[config.mk]
export PLATFORM = sky130hd
export DESIGN_NAME = mem_access_seq
export DESIGN_NICKNAME = d
export VERILOG_FILES = /design/src/rtl/mem_pkg.sv /design/src/rtl/mem_lane_align.sv /design/src/rtl/mem_access_seq.sv
export SDC_FILE = /design/constraint.sdc
export NUM_CORES = 1
export LEC_CHECK = 0
export CORE_ASPECT_RATIO = 1.5
export CORE_MARGIN = 4
export CORE_UTILIZATION = 38
export DETAILED_ROUTE_END_ITERATION = 12
export GPL_TIMING_DRIVEN = 1
export PLACE_DENSITY = 0.78
export SYNTH_ARGS = -nofsm -noshare
export SYNTH_HDL_FRONTEND = slang
export SYNTH_SLANG_ARGS = --single-unit
[constraint.sdc]
create_clock -name clk -period 3.05 [get_ports clk]
set_input_delay 0.7625 -clock clk [delete_from_list [all_inputs] [get_ports clk]]
set_output_delay 0.7625 -clock clk [all_outputs]
set_load 0.05 [all_outputs]
[src/rtl/mem_pkg.sv]
// Shared encodings for the data-memory access sequencer: request opcodes,
// sequencer states and the full-word byte-enable constant.
package mem_pkg;

    typedef enum logic [1:0] {
        OP_NONE = 2'b00,
        OP_LDR  = 2'b01,
        OP_STR  = 2'b10,
        OP_SWP  = 2'b11
    } op_e;

    typedef enum logic [1:0] {
        ST_IDLE = 2'b00,
        ST_RD   = 2'b01,
        ST_CAP  = 2'b10,
        ST_WR   = 2'b11
    } state_e;

    localparam logic [3:0] BE_WORD = 4'hF;

endpackage

[src/rtl/mem_lane_align.sv]
// Byte-lane steering for the data RAM: byte enables, store-data replication
// and zero-extended byte extraction from read data.
module mem_lane_align
    import mem_pkg::*;
#(
    parameter int DATA_W = 32
) (
    input  logic [1:0]        lane,
    input  logic              is_byte,
    input  logic [DATA_W-1:0] wdata,
    input  logic [DATA_W-1:0] rdata,
    output logic [3:0]        be,
    output logic [DATA_W-1:0] wr_data,
    output logic [DATA_W-1:0] rd_data
);

    // NOTE: every output gets a default before the conditional so no latch is inferred.
    always_comb begin
        be      = BE_WORD;
        wr_data = wdata;
        rd_data = rdata;
        if (is_byte) begin
            be           = 4'b0001 << lane;
            wr_data      = {(DATA_W/8){wdata[7:0]}};
            rd_data      = '0;
            rd_data[7:0] = rdata[int'(lane)*8 +: 8];
        end
    end

endmodule

[src/rtl/mem_access_seq.sv]
// Memory-stage access sequencer: runs LDR, STR and atomic SWP against a
// synchronous data RAM, stalling the pipeline while an access is in flight.
module mem_access_seq
    import mem_pkg::*;
#(
    parameter int ADDR_W = 32,
    parameter int DATA_W = 32
) (
    input  logic              clk,
    input  logic              rst_n,
    input  logic              req_valid,
    input  logic [1:0]        req_op,
    input  logic              req_byte,
    input  logic [ADDR_W-1:0] req_addr,
    input  logic [DATA_W-1:0] req_wdata,
    output logic              stall,
    output logic [ADDR_W-1:0] dm_addr,
    output logic              dm_rd,
    output logic              dm_wr,
    output logic [3:0]        dm_be,
    output logic [DATA_W-1:0] dm_wdata,
    input  logic [DATA_W-1:0] dm_rdata,
    output logic              wb_valid,
    output logic [DATA_W-1:0] wb_data
);

    state_e            state;
    op_e               op_q;
    logic              byte_q;
    logic [1:0]        lane_q;
    logic [DATA_W-1:0] old_data;

    logic              accept;
    logic [1:0]        sel_lane;
    logic              sel_byte;
    logic [3:0]        be;
    logic [DATA_W-1:0] wr_data;
    logic [DATA_W-1:0] rd_data;

    assign accept = (state == ST_IDLE) && req_valid && (req_op != OP_NONE);

    // Lane logic serves the incoming request in IDLE and the latched one afterwards.
    assign sel_lane = (state == ST_IDLE) ? req_addr[1:0] : lane_q;
    assign sel_byte = (state == ST_IDLE) ? req_byte      : byte_q;

    mem_lane_align #(.DATA_W(DATA_W)) u_lane_align (
        .lane    (sel_lane),
        .is_byte (sel_byte),
        .wdata   (req_wdata),
        .rdata   (dm_rdata),
        .be      (be),
        .wr_data (wr_data),
        .rd_data (rd_data)
    );

    // NOTE: sequential state uses non-blocking assignments so every register samples pre-edge values.
    always_ff @(posedge clk or negedge rst_n) begin
        if (!rst_n) begin
            state    <= ST_IDLE;
            op_q     <= OP_NONE;
            byte_q   <= 1'b0;
            lane_q   <= 2'b00;
            old_data <= '0;
            stall    <= 1'b0;
            dm_addr  <= '0;
            dm_rd    <= 1'b0;
            dm_wr    <= 1'b0;
            dm_be    <= '0;
            dm_wdata <= '0;
            wb_valid <= 1'b0;
            wb_data  <= '0;
        end else begin
            wb_valid <= 1'b0;
            case (state)
                ST_IDLE: begin
                    if (accept) begin
                        op_q     <= op_e'(req_op);
                        byte_q   <= req_byte;
                        lane_q   <= req_addr[1:0];
                        dm_addr  <= {req_addr[ADDR_W-1:2], 2'b00};
                        dm_be    <= be;
                        dm_wdata <= wr_data;
                        stall    <= 1'b1;
                        if (req_op == OP_STR) begin
                            state <= ST_WR;
                            dm_wr <= 1'b1;
                        end else begin
                            state <= ST_RD;
                            dm_rd <= 1'b1;
                        end
                    end
                end
                ST_RD: begin
                    dm_rd <= 1'b0;
                    state <= ST_CAP;
                end
                ST_CAP: begin
                    old_data <= rd_data;
                    if (op_q == OP_SWP) begin
                        state <= ST_WR;
                        dm_wr <= 1'b1;
                    end else begin
                        state    <= ST_IDLE;
                        stall    <= 1'b0;
                        wb_valid <= 1'b1;
                        wb_data  <= rd_data;
                    end
                end
                ST_WR: begin
                    dm_wr <= 1'b0;
                    state <= ST_IDLE;
                    stall <= 1'b0;
                    if (op_q == OP_SWP) begin
                        wb_valid <= 1'b1;
                        wb_data  <= old_data;
                    end
                end
                default: state <= ST_IDLE;
            endcase
        end
    end

endmodule
==> results of run 1 <==
report_power, final:
| part | switching (µW) | leakage, µW | total, µW | internal, µW |
|---|---|---|---|---|
| clock network | 780 | 0.000282 | 2080 | 1300 |
| registers | 532 | 0.00166 | 3330 | 2800 |
| logic | 4400 | 0.00197 | 6680 | 2280 |
| total | 5710 | 0.00392 | 12100 | 6380 |
layer usage:
metal  share of wire  wire, µm  up-vias
met5               0         0        -
li1                -         -     2601
met4           0.043       821        0
met2            0.53     10100      195
met1            0.38      7250     2684
met3           0.054      1040       46
sequential cells by signal, summed over array words and instances, names as in the netlist, 2 cells and up:
name      cells
lane_q        2
dm_addr      30
state         2
op_q          2
dm_be         4
old_data     32
wb_data      32
dm_wdata     32
worst paths after layout:
kind	start	to	cells past startpoint
worst min register to register	dm_addr[2]	dm_addr[2]	2
worst min-delay path	rst_n	wb_data[30]	1
worst max-delay path	req_addr[1]	wb_data[6]	5
max in group asynchronous	rst_n	wb_data[1]	2
min in group clk	dm_addr[2]	dm_addr[2]	2
worst max register to register	state[0]	wb_data[2]	6
worst register-to-register path, delay by kind of cell (launching register included):
| family | cells | cell delay, ns |
|---|---|---|
| flops | 1 | 0.48 |
| simple gates | 1 | 0.37 |
| buf+inv | 2 | 0.54 |
| compound gates | 3 | 0.85 |
synth_stat cells (4+ instances only):
cell type / instances / share of area
a21boi_0: 9 / 0.011
a21oi_1: 27 / 0.022
a221oi_1: 24 / 0.034
a31oi_1: 19 / 0.019
a32oi_2: 8 / 0.021
and3_1: 32 / 0.032
buf_1: 4 / 0.0024
buf_2: 9 / 0.0072
buf_6: 4 / 0.0072
clkbuf_1: 31 / 0.019
dfrtp_1: 141 / 0.57
mux2_2: 24 / 0.043
nand2_1: 134 / 0.081
nand4b_1: 8 / 0.011
nor2_1: 86 / 0.052
o21ai_0: 21 / 0.017
o22ai_1: 25 / 0.025
through the flow:
step / hold WS [ns] / area [µm²]
6_report: 0.293 / 9060
5_1_grt: 0.311 / 9060
4_1_cts: 0.296 / 9060
3_5_place_dp: 0.462 / 8470
3_3_place_gp: 0.457 / 8470
2_1_floorplan: 0.467 / 6240
final cells by class:
cell class,instances,area (µm²),share of cell area
Timing Repair Buffer,223,2210,0.244
Clock buffer,20,447,0.0493
Tap cell,206,258,0.0284
Sequential cell,141,3530,0.389
Multi-Input combinational cell,442,2470,0.273
Inverter,1,3.75,0.000414
Clock inverter,10,141,0.0156
logic make-up (layout without fill, tap and decap cells):
family | after synthesis | count (layout)
simple gates | 274 | 274
other cells | 1 | 2
mux | 24 | 24
compound gates | 142 | 142
buf+inv | 51 | 254
flops | 141 | 141
==> results.md, run 1 <==
- Adder-cell share of the synthesized area: 0
- Crit path time final: 2.46 ns
- Largest net degree at the start of global routing: 50
- Overflow after GRT: 0
- Detailed-route via count: around 5.5k
- Pins Over Slew Limit: 0
- RSZ-0062 raised after global routing: false
- Tightest Hold Check Type: input port to asynchronous set/reset pin
- CP arrival: between 2 and 3 ns
- Clock skew: 0.00699 ns
- Simple-gate share of the synthesized area: 0.192
- Finished Layout Cells: 1,043
- Avg Inst Size Synth: slightly below 10 µm²
- Post-CTS Hold Fix Bufs: 0
- Initial DRC count: 315
- Synth async-reset ratio: 1.00
- Period utilization: 0.806
- CTS clk-pin slew, worst paths: ~0.06 ns
- Worst Max-Slew Pin Slew: between 0.9 and 1 ns
- Post-Synth XOR/XNOR Area: 0
- Die Y-Extent: 165 µm
- Worst path max stage delay: ~0.61 ns
- DP Wirelength: 13,700 µm
- Vias in the first global route: about 5.7k
- GRT met3 Usage: 0.0491
- Critical path class: input port to flop
- Setup-violating endpoint count in the final report: 0
- Placed insts: 1,013
- First drt pass iteration count: 5
- Row cnt: 57
- Num CTS Buffers: 17
- Final Util: 0.560
- Inserted Diodes: 0
- Final Worst Setup Slack: around 0.6 ns
- Clock sink count: between 100 and 150
- Worst relative slew slack: 0.354
- Max FO, Critical Path: 16
- Post-CTS setup buffers: 0
- Dominant synthesized flop cell: dfrtp_1
- CTS H-Tree Depth: 4
- Sequential share of the synthesized area: 0.566
- Mapped Cells: 633
- PD cells: about 1300 mW/mm²
- Worst-Skew Late Latency: just over 0.4 ns
- Post-Place Setup Slack: roughly 0.27 ns
- Bufs on Longest Clock Path: 2
- IO Count: 206
- Max Clock Freq: just over 400 MHz
- DRC viols: 0
- Yosys warning count: 0
- Startpoint types: input port
- TNS Setup: 0 ns
- Power, Total: around 12,000 µW
- Max Cap Viol: 0
- R2r setup slk: between 0.6 and 0.7 ns
- Delay-heaviest family, CP: simple AND/OR/NAND/NOR gates
- Flops & latches, synth: ~140
- Share of cells above drive strength 1: 0.105
- Post-synth EDFFs: 0
- Hold Vio Cnt, Final: 0
- Final RePlAce weighted congestion: between 0.8 and 0.9
- PostCTS Resize Cnt: 0
- Routed WL: 19,300 µm
- Worst path cell trace: clkdlybuf4s50_1, or3b_2, and3_1, o21ai_0, a31oi_1
- First-pass GRT wire length: a little over 30,000 µm
- GRT Util Overall: 0.207
- Post-route ant nets: 0
- CP required: 3.28 ns
- CP max stage cell: or3b_2
- Nets: just over 900
- Most common cell after layout, fill and taps aside: clkdlybuf4s50_1
- Initial antenna violation count: 0
- Initial Utilization: 0.385
- Most frequent cells in the layout: clkdlybuf4s50_1 (202), dfrtp_1 (141), nand2_1 (134)
- Post-synthesis mux area share: 0.0434
- Compound-Gate Fraction of Synth Area: 0.160
- CP Capture Type: flop
- Fill cells: between 1k and 1.5k
- Met2 usage: 0.355
- Clk root buf: clkbuf_16
- Die ar.: between 0.015 and 0.02 mm²
- Buffers & Inverters on Critical Path: 1
- Die X: 113 µm
- Routed len/inst: around 18 µm
- Leak: 0.00392 µW
- Post-synthesis cell type count: 37
- Port bufs: 203
- CTS tree: built
- Maximum vdd drop: between 0.0006 and 0.0007 V
- Largest family of logic cells by synthesized area: simple AND/OR/NAND/NOR gates
- Core area: about 0.016 mm²
- Status: complete, no violations
- Via-to-Cell Ratio: 5.30
- Cell Area, Synth: 0.00623 mm²
- P&R area growth vs syn: 45.4%
- GRT Max-Usage Layer: met2
- Met1 Use GR: 0.237
Power figures use the tool's default switching activity.
==> inputs of run 2 (changes only) <==
PLACE_DENSITY = 0.81   (was 0.78)
clock period = 2.2 ns   (was 3.05 ns; I/O delays follow)
==> run 2 against run 1 <==
Setup slack lost 0.55 ns; via count grew 1.2%; critical path depth is 4 lower; clock skew rose by 0.0018 ns; sequential share of layout area down 0.53 points; clock-buffer cell count down 2; hold slack got worse by 0.27 ns; register-to-register slack worse by 0.52 ns; first-iteration DRC count rose by 13%; sequential cell count is the same; sequential power grew 38%; critical path type is now flop to output pin; largest power group unchanged.
==> results.md, run 2 (synthesized netlist as in run 1, its figures left out) <==
- Initial antenna violation count: 0 (unchanged)
- PD cells: 1840 mW/mm² (was 1330 mW/mm²)
- Post-Place Setup Slack: -0.391 ns (was 0.267 ns)
- Leak: 0.00403 µW (was 0.00392 µW)
- Die Y-Extent: 165 µm (unchanged)
- Status: complete, no violations (unchanged)
- Initial Utilization: 0.385 (unchanged)
- Worst Max-Slew Pin Slew: 0.602 ns (was 0.970 ns)
- Post-Layout Inst Area: 0.00919 mm² (was 0.00906 mm²)
- Largest net degree at the start of global routing: 53 (was 50)
- CTS clk-pin slew, worst paths: 0.06 ns (about the same)
- Share of cells above drive strength 1: 0.147 (was 0.105)
- Post-DP Area: 0.00861 mm² (was 0.00847 mm²)
- CP max stage cell: clkdlybuf4s50_1 (was or3b_2)
- Crit path time final: about 2.2 ns
- Overflow after GRT: 0 (unchanged)
- Vias in the first global route: 5,617 (was 5,743)
- Via-to-Cell Ratio: 5.27 (was 5.30)
- GRT Util Overall: 0.203 (was 0.207)
- Die ar.: 0.0186 mm² (unchanged)
- CP required: 1.65 ns (was 3.28 ns)
- P&R area growth vs syn: 47.4% (was 45.4%)
- Routed len/inst: 18.0 µm (was 18.5 µm)
- Buffers & Inverters on Critical Path: 1 (unchanged)
- Final RePlAce weighted congestion: 0.808 (was 0.816)
- DRC viols: 0 (unchanged)
- Inserted Diodes: 0 (unchanged)
- Worst path max stage delay: 0.82 ns (was 0.61 ns)
- Detailed-route via count: 5,592 (was 5,526)
- Bufs on Longest Clock Path: 2 (unchanged)
- Setup-violating endpoint count in the final report: 0 (unchanged)
- Startpoint types: flop (was input port)
- First-pass GRT wire length: 29,700 µm (was 30,200 µm)
- Largest registers: dm_wdata: 32 flops, old_data: 32 flops, wb_data: 32 flops (unchanged)
- Most common cell after layout, fill and taps aside: clkdlybuf4s50_1 (unchanged)
- Final Worst Setup Slack: 0.0379 ns (was 0.592 ns)
- CP Depth: 1 (was 5)
- Num CTS Buffers: 17 (unchanged)
- Clk root buf: clkbuf_16 (unchanged)
- Logic pwr share: 0.561 (was 0.552)
- Delay-heaviest family, CP: buffers and inverters (was simple AND/OR/NAND/NOR gates)
- Worst path cell trace: clkdlybuf4s50_1 (was clkdlybuf4s50_1, or3b_2, and3_1, o21ai_0, a31oi_1)
- Die X: 113 µm (unchanged)
- Clock sink count: 141 (unchanged)
- Final Util: 0.567 (was 0.560)
- Routed WL: 19,100 µm (was 19,300 µm)
- Most frequent cells in the layout: clkdlybuf4s50_1 (182), dfrtp_1 (141), nand2_1 (134) (was clkdlybuf4s50_1 (202), dfrtp_1 (141), nand2_1 (134))
- Clock skew: 0.00878 ns (was 0.00699 ns)
- Maximum vdd drop: 0.000806 V (was 0.000691 V)
- Critical path class: flop to output pin (was input port to flop)
- Core area: 0.0162 mm² (unchanged)
- Internal: 8880 µW (was 6380 µW)
- Pins Over Slew Limit: 0 (unchanged)
- Max FO, Critical Path: 2 (was 16)
- Max Clock Freq: between 400 and 500 MHz
- First drt pass iteration count: 7 (was 5)
- Hold_ws: 0.0247 ns (was 0.293 ns)
- Path depth of the worst reg2reg path: 5 (was 6)
- Max Cap Viol: 0 (unchanged)
- Initial DRC count: 357 (was 315)
- Worst-Skew Late Latency: 0.41 ns (about the same)
- Tightest Hold Check Type: input port to asynchronous set/reset pin (unchanged)
- IO Count: 206 (unchanged)
- Reg power frac: 0.272 (was 0.275)
- Nets: 944 (was 928)
- Hold Vio Cnt, Final: 0 (unchanged)
- Worst relative slew slack: 0.597 (was 0.354)
- CTS tree: built (unchanged)
- Switch Pwr: 8040 µW (was 5710 µW)
- CP arrival: 1.61 ns (was 2.69 ns)
- DP Wirelength: 13,400 µm (was 13,700 µm)
- CP Capture Type: output pin (was flop)
- CTS H-Tree Depth: 4 (unchanged)
- Port bufs: 203 (unchanged)
- RSZ-0062 raised after global routing: false (unchanged)
- Period utilization: 0.983
- Switching part of the total: 0.475 (was 0.472)
- Clock Power Share: 0.167 (was 0.172)
- Row cnt: 57 (unchanged)
- Post-route ant nets: 0 (unchanged)
## run 2: changes by cell type in the layout (fill, tap and decap cells not counted)
cell             previous run  this run
dlymetal6s2s_1              0         1
buf_12                      2         7
clkinv_2                    2         4
buf_4                      18        48
inv_6                       1         2
clkbuf_8                    1         0
clkbuf_1                    2         1
clkinvlp_4                  2         4
bufinv_16                   3         2
clkdlybuf4s50_1           202       182
o21ai_1                     3         2
o21ai_0                    20        21
## run 2: worst paths after layout
path / start / end / slack [ns]
min: rst_n / wb_data[30] / 0.02
max: dm_rd / dm_rd / 0.04
min in group clk: dm_addr[29] / dm_addr[29] / 0.47
min reg2reg: dm_addr[29] / dm_addr[29] / 0.47
max in group asynchronous: rst_n / old_data[19] / 1.55
max reg2reg: state[1] / wb_data[4] / 0.12
## run 2: area by class of cell
| class | instances | area (µm²) |
|---|---|---|
| Tap cell | 206 | 258 |
| Multi-Input combinational cell | 442 | 2470 |
| Fill cell | 1419 | 7000 |
| Clock inverter | 14 | 145 |
| Sequential cell | 141 | 3530 |
| Timing Repair Buffer | 239 | 2350 |
| Inverter | 1 | 3.75 |
| Clock buffer | 18 | 429 |
## run 2: stage by stage
| stage | power (µW) | std cells | TNS, ns |
|---|---|---|---|
| final | 16900 | 1061 | 0 |
| after global routing | 17800 | 1061 | 0 |
| after CTS | 17000 | 1061 | 0 |
| after detailed placement | 14100 | 1029 | -8.68 |
| after global placement | 14000 | 1029 | -6.95 |
| after floorplan | 10800 | 634 | 0 |
## run 2: per-layer routing
layer / GRT usage / up-vias / share of wire
met4: 0.0869 / 0 / 0.036
li1: - / 2633 / -
met3: 0.0473 / 45 / 0.058
met5: 0 / - / 0
met1: 0.235 / 2714 / 0.37
met2: 0.358 / 200 / 0.53
## run 2: timing repair
action | in CTS | in global routing
endpoints found under the setup margin | 0 | 1
gates resized for setup | 0 | 1
hold buffers | 0 | 0
buffers inserted | 0 | 0
## run 2: power groups by stage
stage | Combinational [µW] | Sequential (µW) | Clock [µW]
after global routing | 10100 | 4750 | 2960
after CTS | 9570 | 4600 | 2860
final | 9500 | 4600 | 2820
after floorplan | 3130 | 7690 | 0
after detailed placement | 9520 | 4620 | 0
after global placement | 9380 | 4580 | 0
==> inputs of run 3 (changes only) <==
CTS_CLUSTER_SIZE = 20   (was not set)
==> results of run 3 <==
No change in the layout: final DEF, timing and power equal those of run 2.
